**src/rtl/shared_addsub_arbiter.sv**
```systemverilog
// Purpose: round-robin sharing of one 2-bit add/sub unit between two requesters.
// Latency: ack rises SETTLE_CYC cycles after the grant edge; one transaction takes SETTLE_CYC+1 cycles.
// Backpressure: a requester holds req until its ack; the loser of arbitration waits. Optional stats: SHARED_ARB_STATS_EN.
module shared_addsub_arbiter #(
  parameter int SETTLE_CYC = 2,    // legal range 1..15
  parameter bit FIRST_PRI  = 1'b0  // wins the first contested arbitration after reset
) (
  input  logic       clk,
  input  logic       rst_n,
  input  logic       req0,
  input  logic [1:0] op0_a,
  input  logic [1:0] op0_b,
  input  logic       mode0,
  input  logic       req1,
  input  logic [1:0] op1_a,
  input  logic [1:0] op1_b,
  input  logic       mode1,
  output logic       ack0,
  output logic       ack1,
  output logic [1:0] res,
  output logic       res_src,
  output logic       busy,
  output logic       sh_a,
  output logic       sh_b,
  output logic       sh_c,
  output logic       sh_d,
  output logic       sh_m,
  input  logic       sh_s1,
  input  logic       sh_s0
`ifdef SHARED_ARB_STATS_EN
  ,
  output logic [7:0] gcnt0,
  output logic [7:0] gcnt1
`endif
);

  typedef enum logic [1:0] {IDLE, DRIVE, DONE} state_t;

  localparam logic [3:0] CNT_LOAD = 4'(SETTLE_CYC - 1);

  state_t     state, state_nxt;
  logic [3:0] cnt, cnt_nxt;
  logic       gid, gid_nxt;
  logic       last_srv, last_nxt;
  logic       grant_vld, grant_id, sample;
  logic [4:0] sh_nxt;
  logic       ack0_nxt, ack1_nxt;
  logic [1:0] res_nxt;
  logic       src_nxt;

  // busy comes straight from the state register, so it is registered too
  assign busy = (state != IDLE);

  // state register
  always_ff @(posedge clk or negedge rst_n) begin
    if (!rst_n) state <= IDLE;
    else        state <= state_nxt;
  end

  // next state plus the grant/sample decision; DONE ignores the just-served requester
  always_comb begin
    state_nxt = state;
    grant_vld = 1'b0;
    grant_id  = 1'b0;
    sample    = 1'b0;
    case (state)
      IDLE: begin
        if (req0 || req1) begin
          grant_vld = 1'b1;
          grant_id  = (req0 && req1) ? ~last_srv : req1;
          state_nxt = DRIVE;
        end
      end
      DRIVE: begin
        if (cnt == 4'd0) begin
          sample    = 1'b1;
          state_nxt = DONE;
        end
      end
      DONE: begin
        grant_id  = ~gid;
        grant_vld = gid ? req0 : req1;
        state_nxt = grant_vld ? DRIVE : IDLE;
      end
      default: state_nxt = IDLE;
    endcase
  end

  // next values of the registered outputs and datapath state
  always_comb begin
    sh_nxt   = {sh_a, sh_b, sh_c, sh_d, sh_m};
    cnt_nxt  = cnt;
    gid_nxt  = gid;
    last_nxt = last_srv;
    ack0_nxt = 1'b0;
    ack1_nxt = 1'b0;
    res_nxt  = res;
    src_nxt  = res_src;
    if (grant_vld) begin
      sh_nxt  = grant_id ? {op1_a, op1_b, mode1} : {op0_a, op0_b, mode0};
      cnt_nxt = CNT_LOAD;
      gid_nxt = grant_id;
    end else if (state == DONE) begin
      sh_nxt = 5'd0;
    end
    if (state == DRIVE) begin
      if (sample) begin
        res_nxt  = {sh_s1, sh_s0};
        src_nxt  = gid;
        ack0_nxt = ~gid;
        ack1_nxt = gid;
        last_nxt = gid;
      end else begin
        cnt_nxt = cnt - 4'd1;
      end
    end
  end

  // output and datapath registers; reset drops any in-flight transaction silently
  always_ff @(posedge clk or negedge rst_n) begin
    if (!rst_n) begin
      {sh_a, sh_b, sh_c, sh_d, sh_m} <= 5'd0;
      cnt      <= 4'd0;
      gid      <= 1'b0;
      last_srv <= ~FIRST_PRI;
      ack0     <= 1'b0;
      ack1     <= 1'b0;
      res      <= 2'd0;
      res_src  <= 1'b0;
    end else begin
      {sh_a, sh_b, sh_c, sh_d, sh_m} <= sh_nxt;
      cnt      <= cnt_nxt;
      gid      <= gid_nxt;
      last_srv <= last_nxt;
      ack0     <= ack0_nxt;
      ack1     <= ack1_nxt;
      res      <= res_nxt;
      res_src  <= src_nxt;
    end
  end

`ifdef SHARED_ARB_STATS_EN
  // saturating per-requester ack counters
  always_ff @(posedge clk or negedge rst_n) begin
    if (!rst_n) begin
      gcnt0 <= 8'd0;
      gcnt1 <= 8'd0;
    end else begin
      if (ack0_nxt && gcnt0 != 8'hFF) gcnt0 <= gcnt0 + 8'd1;
      if (ack1_nxt && gcnt1 != 8'hFF) gcnt1 <= gcnt1 + 8'd1;
    end
  end
`endif

endmodule

```
**config.mk**
```make
export PLATFORM = sky130hd
export DESIGN_NAME = shared_addsub_arbiter
export DESIGN_NICKNAME = d
export VERILOG_FILES = /design/src/rtl/shared_addsub_arbiter.sv
export SDC_FILE = /design/constraint.sdc
export NUM_CORES = 1
export LEC_CHECK = 0
export CAP_MARGIN = 0
export CELL_PAD_IN_SITES_DETAIL_PLACEMENT = 0
export CELL_PAD_IN_SITES_GLOBAL_PLACEMENT = 1
export CORE_MARGIN = 4
export CORE_UTILIZATION = 36
export CTS_CLUSTER_DIAMETER = 150
export DETAILED_ROUTE_END_ITERATION = 12
export GPL_ROUTABILITY_DRIVEN = 0
export MAX_ROUTING_LAYER = met4
export PLACE_DENSITY = 0.88
export SYNTH_ARGS = -nofsm -noshare
export SYNTH_HDL_FRONTEND = slang
export SYNTH_SLANG_ARGS = --single-unit
```
**constraint.sdc**
```tcl
create_clock -name clk -period 4.1 [get_ports clk]
set_clock_uncertainty 0.15 [all_clocks]
set_input_delay 0.615 -clock clk [delete_from_list [all_inputs] [get_ports clk]]
set_output_delay 0.615 -clock clk [all_outputs]
set_load 0.005 [all_outputs]
```
* Yosys cells after proc, flatten, opt, wreduce, memory -nomap -nowiden
Index checks and enable logic that the tools add are counted.
** Word-level totals
- Flip-flop bits (word level) :: 18
- Word-level logic and storage cells :: 50
- Bits of input ports :: 16
- Output and inout port bits :: 11
** Operators by class
- Bitwise gates (word level) :: 2
- Reductions and logical operators :: 8
- Muxes and demuxes :: 22
- Add/sub/neg operators :: 1
- Equality and inequality tests :: 4
** Operators with widths (number)
- two-way mux 5 bit :: 3
- two-way mux 4 bit :: 3
- two-way mux 1 bit :: 11
- one-hot mux 2 bit (3 select lines) :: 1
- logical NOT 4 bit :: 1
- two-way mux 2 bit :: 2
- != test 2 bit (second input constant) :: 2
- one-hot mux 1 bit (2 select lines) :: 2
- AND reduction 2 bit :: 2
- nonzero test 2 bit :: 2
- subtractor 4 x 1 -> 4 bit (second input constant) :: 1
- == test 2 x 1 -> 1 bit (second input constant) :: 1
- == test 2 bit (second input constant) :: 1
- logical NOT 2 bit :: 1
- NOT 1 bit :: 2
- logical AND 1 bit :: 1
- logical OR 1 bit :: 1

* Depth between registers and ports, before layout
Gate-level depths: netlist (run 1).
- Depth in word-level cells :: 6
- Depth in mapped cells :: 7
- Gate-level depth less buffers :: 7

* Worst setup path before layout (run 1)
Ideal clock, no wire load.
- Kind :: register -> register
- Start point :: reg cnt[0]
- End point :: reg cnt[3]
- Slack :: 2.216 ns
- Cell stages (with the launch flop) :: 7
- Period minus slack after synthesis :: 1.884 ns
- Setup time :: 0.127 ns
- Data required time :: 3.823 ns
- Arrival time :: 1.607 ns
- Path buffers :: 0
- Cells stage by stage :: dfrtp_1 inv_1 ha_1 nor3b_1 nand2b_2 or4_1 mux2_1
** Between the ends
- Longest elaborated chain between the ends :: 5
- Elaborated cells on any way between the ends :: 6
- Classes of those cells :: add/sub: 1; mux: 4; reduce/logical: 1
** RTL lines
- start: declaration :: line 42 : logic [3:0] cnt, cnt_nxt;
- start signal: assignment :: line 132 : cnt <= cnt_nxt;
- parallel branches: the longest is 3 deep, another holds subtractor 4 x 1 -> 4 bit
- two-way mux 4 bit (*) :: line 107 : if (sample) begin
- two-way mux 4 bit (*) :: line 106 : if (state == DRIVE) begin
- net cnt_nxt[3] :: line 42
Mark *: on every way through the listed nets, which the timed path passes.
A chain may end at the register's enable or synchronous reset.

* Worst setup path after layout (run 1)
- Start point :: reg state[0]
- End point :: out busy
** Between the ends
- Longest elaborated chain between the ends :: 1
** RTL lines
- start: declaration :: line 41 : state_t state, state_nxt;
- start signal: assignment :: line 57 : else state <= state_nxt;
- nonzero test 2 bit :: line 52 : assign busy = (state != IDLE);
- end: declaration :: line 22 : output logic busy,
No other way between the ends.

==> qor.yml, run 1 <==
outcome:
  outcome: "complete, no violations"
sta:
  drv_slew: 0
  hold_viol_final: 0
  period_share_pct: 58.7
  fin_crit_ns: 2.41
  setup_ws_ns: 1.69
  fin_setup_tns_ns: 0
  max_freq_mhz: 416
  finalSetupViolCount: 0
  tightest_slew_ns: 0.823
  rsz0062_at_grt: "false"
  relSlewSlack_pct: 45.0
synth:
  synth-simple-area-share_pct: 18.3
  synthAdderAreaFrac_pct: 2.80
  avgSynthCellArea_um2: 9.83
  syn_nets: 109
  seq_area_frac_synth_pct: 50.5
  synth_top_family_by_area: "compound AO/OA/AOI/OAI gates"
  postSynthCellCount: 91
  synth_cell_types: 27
  ys_ff_latch: 18
  synth_mux_area_share_pct: 4.90
  ys_warn_count: 0
  synth_compound_area_share_pct: 18.5
  netlist_area_um2: 895
  synth_xor_area_share_pct: 0
setup_path:
  cp-end-kind: "primary output"
  r2r-end: "cnt[3]"
  max_stage_delay_ns: 0.55
  r2r_cells: 6
  setup.worst_path.class: "register to primary output"
  cp_max_fo: 15
  slowest_stage: "dfrtp_1"
  start_kind: "register"
  required_ns: 3.34
  reg2reg_slack_ns: 2.11
  crit_arrival_ns: 1.64
  path_cells: "or2_2 -> clkdlybuf4s50_1"
  r2r_start: "cnt[1]"
cts:
  tritoncts: "done"
  cts_buffer_depth: 2
  hold_buffers: 0
  cts_root_buf: "clkbuf_4"
  numClockSinks: 18
  numCtsBuffers: 3
  cts.repair.resized: 0
  clk_latency_ns: 0.30
  clk_pin_slew_ns: 0.11
  htree_levels: 1
  cts_setup_buffers: 0
grt:
  antenna_found_initial: 0
  first_global_vias: 839
  grt_first_pass_wirelength_um: 3680
  grt_start_max_net_pins: 19
  overflow: 0
  grt_use_total_pct: 14.8
cells_and_area:
  syn_to_final_growth_pct: 35.1
  layout-drive-gt1-share_pct: 7.56
  design_area_mm2: 0.00121
  insertedDiodeCount: 0
  num-nets-final: 138
  layout_commonest_cell: "clkdlybuf4s50_1"
  layout_common_cells: "clkdlybuf4s50_1, nand2_1, dfrtp_1"
  finish.utilization_pct: 52.6
  n_fill_cell: 230
floorplan:
  initial_core_util_pct: 38.9
  core_mm2: 0.00230
  io_pins: 27
  dieHeight_um: 57.9
  row_count: 17
  dieArea_mm2: 0.00335
  die_w_um: 57.9
power:
  irDropWorstVdd_v: 0.000372
  finalPower_uw: 792
  p_per_area_mw_per_mm2: 656
  p_leak_uw: 0.000557
drt:
  drt_iter0_markers: 9
  viasPerCell: 5.22
  num_vias: 768
  first_pass_iters: 4
  ant_nets: 0
  wl_per_cell_um: 14.5
  drcViolationCount: 0
  routed_wl_um: 2130
hold_path:
  hp-class: "register to register"
  hold_end: "last_srv"
  hp-start: "last_srv"
  min_path_cells: 2
place:
  place_ws_ns: 1.52
  dpl_cell_area_mm2: 0.00118
  io_buffers: 26
  dp_hpwl_um: 1580
flow_run:
  maxCapViolCount: 0
[state kept, by name, indices dropped and copies added, names as in the netlist]
signal and count:
ack1 1, ack0 1, state 2, gid 1, res_src 1, res 2
sh_c 1, sh_d 1, last_srv 1, sh_a 1, sh_b 1, sh_m 1
cnt 4
[cell usage after synthesis]
library cell,count,area (µm²)
o211ai_1,5,37.5
and2b_1,1,7.51
nand2b_2,1,8.76
a21oi_1,1,5.00
o22ai_1,1,6.26
mux2_2,2,22.5
mux2i_1,1,10.0
clkbuf_1,2,7.51
a22o_1,5,43.8
o311ai_0,5,43.8
nand2b_1,3,18.8
a211o_1,1,8.76
or2_1,1,6.26
a211oi_2,1,12.5
or4_1,1,7.51
ha_1,2,25.0
dfstp_2,1,26.3
o21a_1,1,7.51
nor3_1,1,5.00
dfrtp_1,17,425
nor3b_1,1,7.51
and2_1,1,6.26
or2_2,1,6.26
nor2_1,4,15.0
mux2_1,1,11.3
nand2_1,20,75.1
inv_1,10,37.5
[cells by family after synthesis]
| kind of cell | after synthesis |
|---|---|
| and+or+nand+nor | 35 |
| adders and majority gates | 2 |
| DFF | 18 |
| muxes | 4 |
| AOI/OAI and AO/OA | 20 |
| buffers and inverters | 12 |
[area by class of cell]
cell class | instances | area (µm²) | area share [%]
Sequential cell | 18 | 452 | 37.4
Tap cell | 28 | 35.0 | 2.90
Multi-Input combinational cell | 61 | 398 | 32.9
Timing Repair Buffer | 26 | 260 | 21.5
Inverter | 10 | 37.5 | 3.11
Clock buffer | 4 | 26.3 | 2.17
[worst max path at each step]
| stage | from | endpoint | slack (ns) | cells after the start |
|---|---|---|---|---|
| floorplan | cnt[0] | cnt[3] | 2.22 | 6 |
| global placement | req1 | gid | 1.61 | 4 |
| detailed placement | req1 | cnt[3] | 1.52 | 5 |
| CTS | state[0] | busy | 1.68 | 2 |
| global route | state[0] | busy | 1.63 | 2 |
| finish | state[0] | busy | 1.69 | 2 |
[metal layers]
metal / vias up / global-route usage, % / part of all wire, %
met3: 4 / 2.90 / 5.3
met2: 21 / 22.6 / 46
met5: - / - / 0
met4: 0 / 8.61 / 2.4
li1: 373 / - / -
met1: 370 / 18.0 / 46
[critical path, delay by kind of cell, from the launching register on]
family / cells / cell delay [ns]
buf+inv: 1 / 0.45
flops: 1 / 0.55
simple gates: 1 / 0.35
[report_power, final]
part,internal [µW],total (µW),switching [µW]
clock network,37.9,93.0,55.1
registers,254,314,60.9
logic,213,385,172
total,505,792,288
[metrics by stage]
stage / hold slack (ns) / cells
after floorplan: 0.169 / 91
after global placement: 0.299 / 143
after detailed placement: 0.298 / 143
after CTS: 0.314 / 147
after global routing: 0.330 / 147
final: 0.311 / 147
(Power assumes the default switching activity.)
==> run 2: changes to the inputs <==
CORE_UTILIZATION = 34   (was 36)
PLACE_DENSITY = 0.84   (was 0.88)
clock period = 2.45 ns   (was 4.1 ns; I/O delays follow)
==> run 2 against run 1 <==
Sequential cell count stayed put. Cell count is 2.7% higher. Global-route usage is 2.0 points lower. Core utilization is 3.2 points lower. Sequential share of layout area is 0.83 points lower. Hold slack worse by 0.071 ns. Clock power is 99% higher. Routed wire length is 7.6% lower. Power is 72% higher. Combinational power is 68% higher. Design area is 2.3% higher. Register-to-register slack worse by 1.7 ns. Largest cell class unchanged. Highest routed layer unchanged.
==> qor.yml, run 2 (synthesis gave the netlist of run 1 again) <==
setup_path:
  crit_arrival_ns: 1.63  # was 1.64 ns
  required_ns: 1.93  # was 3.34 ns
  cp-end-kind: "primary output"  # unchanged
  cp_max_fo: 15  # unchanged
  setup.worst_path.class: "register to primary output"  # unchanged
  start_kind: "register"  # unchanged
floorplan:
  dieArea_mm2: 0.00352  # was 0.00335 mm²
  initial_core_util_pct: 35.8  # was 38.9%
  core_mm2: 0.00250  # was 0.00230 mm²
  dieHeight_um: 59.3  # was 57.9 µm
  io_pins: 27  # unchanged
  row_count: 18  # was 17
  die_w_um: 59.3  # was 57.9 µm
grt:
  grt_first_pass_wirelength_um: 3320  # was 3680 µm
  grt_use_total_pct: 12.8  # was 14.8%
  grt_start_max_net_pins: 19  # unchanged
  overflow: 0  # unchanged
  antenna_found_initial: 0  # unchanged
  first_global_vias: 741  # was 839
hold_path:
  hp-class: "input pin to asynchronous set/reset pin"  # was register to register
sta:
  relSlewSlack_pct: 72.0  # was 45.0%
  fin_setup_tns_ns: 0  # unchanged
  period_share_pct: 87.5
  rsz0062_at_grt: "false"  # unchanged
  drv_slew: 0  # unchanged
  hold_viol_final: 0  # unchanged
  max_freq_mhz: 467
  hold_ws_ns: 0.239  # was 0.311 ns
  tightest_slew_ns: 0.420  # was 0.823 ns
  fin_crit_ns: 2.14
  finalSetupViolCount: 0  # unchanged
drt:
  wl_per_cell_um: 13.0  # was 14.5 µm
  num_vias: 755  # was 768
  ant_nets: 0  # unchanged
  drt_iter0_markers: 16  # was 9
  routed_wl_um: 1970  # was 2130 µm
  viasPerCell: 5.00  # was 5.22
  first_pass_iters: 4  # unchanged
  drcViolationCount: 0  # unchanged
cells_and_area:
  multiInputGateArea_um2: 398  # unchanged
  layout-drive-gt1-share_pct: 9.92  # was 7.56%
  layout_commonest_cell: "clkdlybuf4s50_1"  # unchanged
  n_fill_cell: 246  # was 230
  largest_reg_flops: 4  # unchanged
  regMostFlops: "cnt"  # unchanged
  num-nets-final: 140  # was 138
  insertedDiodeCount: 0  # unchanged
  syn_to_final_growth_pct: 38.2  # was 35.1%
  reg_top3: "cnt: 4 flops, res: 2 flops, state: 2 flops"  # unchanged
  layout_common_cells: "clkdlybuf4s50_1, nand2_1, dfrtp_1"  # unchanged
  seqCellArea_um2: 452  # unchanged
power:
  p_per_area_mw_per_mm2: 1100  # was 656 mW/mm²
  p_leak_uw: 0.000573  # was 0.000557 µW
  irDropWorstVdd_v: 0.000539  # was 0.000372 V
flow_run:
  maxCapViolCount: 0  # unchanged
outcome:
  outcome: "complete, no violations"  # unchanged
cts:
  cts_root_buf: "clkbuf_4"  # unchanged
  cts_buffer_depth: 2  # unchanged
  cts.repair.resized: 0  # unchanged
  htree_levels: 1  # unchanged
  numCtsBuffers: 3  # unchanged
  numClockSinks: 18  # unchanged
  hold_buffers: 0  # unchanged
  cts_setup_buffers: 0  # unchanged
  tritoncts: "done"  # unchanged
  clk_pin_slew_ns: 0.10  # was 0.11 ns
  clk_latency_ns: 0.30  # about the same
place:
  io_buffers: 26  # unchanged
  dp_hpwl_um: 1540  # was 1580 µm
run 2: path summary, 6_finish.rpt:
kind                       depth (start not counted)       end     start  slack (ns)
min in group clk                                   2  last_srv  last_srv        0.32
hold / removal                                     2      sh_c     rst_n        0.24
hold reg to reg                                    2  last_srv  last_srv        0.32
max in group asynchronous                          2  last_srv     rst_n        1.66
setup reg to reg                                   6    cnt[3]    cnt[0]        0.46
setup / recovery                                   2      busy  state[0]        0.31
run 2: power by group:
group | switching (µW) | internal, µW
registers | 104 | 424
logic | 280 | 367
clock network | 94.8 | 90.7
run 2: critical path: stages (launching register included):
cell and delay (ns):
dfrtp_1 0.55, or2_2 0.34, clkdlybuf4s50_1 0.45
run 2: metrics by stage:
| step | instance area (µm²) | worst slack [ns] | power [µW] | cells | utilization, % |
|---|---|---|---|---|---|
| 2_1_floorplan | 895 | 0.566 | 894 | 91 | - |
| 3_3_place_gp | 1200 | 0.370 | 1170 | 147 | 48.0 |
| 3_5_place_dp | 1200 | 0.361 | 1190 | 147 | 48.0 |
| 4_1_cts | 1240 | 0.311 | 1370 | 151 | 49.4 |
| 5_1_grt | 1240 | 0.213 | 1480 | 151 | 49.4 |
| 6_report | 1240 | 0.307 | 1360 | 151 | 49.4 |
run 2: routing by layer:
layer / vias up / GRT usage, % / share of wire [%]
met5: - / - / 0
met4: 0 / 0.971 / 0.30
met3: 2 / 5.66 / 9.1
met2: 28 / 20.7 / 46
met1: 350 / 15.3 / 45
li1: 375 / - / -
run 2: layout make-up:
class | instances | share of cell area [%]
flip-flops and latches | 18 | 36.5
multi-input cells | 61 | 32.2
repair buffers | 28 | 22.3
inverters | 10 | 3.04
well taps | 30 | 3.04
clock buffers | 4 | 2.94
==> run 3: changes to the inputs <==
CORE_UTILIZATION = 40   (was 34)
DONT_BUFFER_PORTS = 1   (was not set)
PLACE_DENSITY = 0.75   (was 0.84)
==> run 3 against run 2 <==
Routed wire length fell by 11%. Core utilization is 1.7 points lower. Clock power shrank 2%. Sequential share of layout area up 9.8 points. Global-route usage rose by 0.43 points. Critical endpoint is now cnt[3]. Design area is 21% lower. Combinational power shrank 28%. Sequential cell count did not move. Sequential power is 2% higher.
==> qor.yml, run 3 (synthesis gave the netlist of run 1 again) <==
setup_path:
  cp_max_fo: 5  # was 15
  start_kind: "register"  # unchanged
  setup.worst_path.class: "register to register"  # was register to primary output
  r2r_cells: 6  # unchanged
  required_ns: 2.48  # was 1.93 ns
  crit_end: "cnt[3]"  # was busy
  crit_arrival_ns: 2.00  # was 1.63 ns
  r2r-end: "cnt[3]"  # unchanged
  cp-end-kind: "register"  # was primary output
  cp-startpoint: "cnt[1]"  # was state[0]
  r2r_start: "cnt[1]"  # was cnt[0]
  reg2reg_slack_ns: 0.48  # was 0.46 ns
cells_and_area:
  syn_to_final_growth_pct: 8.95  # was 38.2%
  largest_reg_flops: 4  # unchanged
  n_fill_cell: 208  # was 246
  regMostFlops: "cnt"  # unchanged
  insertedDiodeCount: 0  # unchanged
  num-nets-final: 114  # was 140
  multiInputGateArea_um2: 398  # unchanged
  finish.utilization_pct: 47.7  # was 49.4%
  layout_commonest_cell: "nand2_1"  # was clkdlybuf4s50_1
  layout-drive-gt1-share_pct: 11.6  # was 9.92%
  reg_top3: "cnt: 4 flops, res: 2 flops, state: 2 flops"  # unchanged
  layout_common_cells: "nand2_1, dfrtp_1, inv_1"  # was clkdlybuf4s50_1, nand2_1, dfrtp_1
  seqCellArea_um2: 452  # unchanged
sta:
  tightest_slew_ns: 0.779  # was 0.420 ns
  relSlewSlack_pct: 47.9  # was 72.0%
  drv_slew: 0  # unchanged
  fin_crit_ns: 1.97  # was 2.14 ns
  fin_setup_tns_ns: 0  # unchanged
  hold_ws_ns: 0.0268  # was 0.239 ns
  rsz0062_at_grt: "false"  # unchanged
  max_freq_mhz: 507  # was 467 MHz
  period_share_pct: 80.6  # was 87.5%
  finalSetupViolCount: 0  # unchanged
  hold_viol_final: 0  # unchanged
drt:
  routed_wl_um: 1760  # was 1970 µm
  num_vias: 677  # was 755
  drt_iter0_markers: 15  # was 16
  viasPerCell: 5.55  # was 5.00
  ant_nets: 0  # unchanged
  first_pass_iters: 4  # unchanged
  drcViolationCount: 0  # unchanged
  wl_per_cell_um: 14.4  # was 13.0 µm
cts:
  htree_levels: 1  # unchanged
  hold_buffers: 1  # was 0
  tritoncts: "done"  # unchanged
  clk_pin_slew_ns: 0.10  # about the same
  numClockSinks: 18  # unchanged
  cts_buffer_depth: 2  # unchanged
  clk_latency_ns: 0.29  # was 0.30 ns
  cts.repair.resized: 0  # unchanged
  cts_root_buf: "clkbuf_4"  # unchanged
  cts_setup_buffers: 0  # unchanged
  numCtsBuffers: 3  # unchanged
place:
  dp_hpwl_um: 1360  # was 1540 µm
  io_buffers: 0  # was 26
power:
  clkPwrFrac_pct: 15.2  # was 13.6%
  finalPower_uw: 1190  # was 1360 µW
  swShare_pct: 38.1  # was 35.1%
  p_per_area_mw_per_mm2: 1220  # was 1100 mW/mm²
  p_leak_uw: 0.000473  # was 0.000573 µW
  combPwrFrac_pct: 39.2  # was 47.6%
  internal_power_uw: 736  # was 882 µW
  irDropWorstVdd_v: 0.000694  # was 0.000539 V
  p_sw_uw: 452  # was 478 µW
  p_seq_share_pct: 45.6  # was 38.8%
floorplan:
  dieArea_mm2: 0.00306  # was 0.00352 mm²
  core_mm2: 0.00204  # was 0.00250 mm²
  dieHeight_um: 55.3  # was 59.3 µm
  io_pins: 27  # unchanged
  die_w_um: 55.3  # was 59.3 µm
  row_count: 16  # was 18
  initial_core_util_pct: 43.8  # was 35.8%
grt:
  grt_start_max_net_pins: 19  # unchanged
  antenna_found_initial: 0  # unchanged
  grt_first_pass_wirelength_um: 3170  # was 3320 µm
  grt_use_total_pct: 13.2  # was 12.8%
  first_global_vias: 701  # was 741
  overflow: 0  # unchanged
hold_path:
  hp-class: "input pin to register"  # was input pin to asynchronous set/reset pin
  hp-start: "sh_s1"
flow_run:
  maxCapViolCount: 0  # unchanged
outcome:
  outcome: "complete, no violations"  # unchanged
[run 3: worst max-delay path, cell delays in order (launching register included)]
cell	delay (ns)
dfrtp_1	0.38
inv_1	0.07
ha_1	0.18
nor3b_1	0.14
nand2b_2	0.21
or4_1	0.41
mux2_1	0.32
[run 3: cell type report]
| cell class | count | area share [%] |
|---|---|---|
| Clock buffer | 4 | 3.72 |
| Timing Repair Buffer | 2 | 1.80 |
| Sequential cell | 18 | 46.3 |
| Multi-Input combinational cell | 61 | 40.8 |
| Tap cell | 27 | 3.47 |
| Inverter | 10 | 3.85 |
[run 3: metal layers]
layer / vias up / global-route usage (%) / wire, µm
met2: 30 / 21.1 / 808
met4: 0 / 6.25 / 44
met5: - / - / 0
met3: 6 / 4.20 / 136
met1: 318 / 15.0 / 767
li1: 323 / - / -
[run 3: worst min path at each step]
stage	endpoint	slack (ns)	depth (start not counted)
after floorplan	ack0	-0.08	0
after global placement	res[1]	-0.08	0
after detailed placement	res[1]	-0.08	0
final	res[1]	0.03	2
after global routing	res[0]	0.03	2
after CTS	res[1]	0.02	2
[run 3: power by group through the flow]
stage / clock (µW) / combinational (µW) / sequential (µW)
global route: 199 / 540 / 563
finish: 181 / 466 / 541
detailed placement: 0 / 460 / 550
CTS: 187 / 471 / 543
global placement: 0 / 445 / 548
floorplan: 0 / 389 / 504
[run 3: stage by stage]
stage,area (µm²),std cells,setup slack [ns]
final,975,122,0.476
after floorplan,895,91,0.566
after global routing,975,122,0.375
after detailed placement,928,117,0.495
after global placement,928,117,0.530
after CTS,975,122,0.481
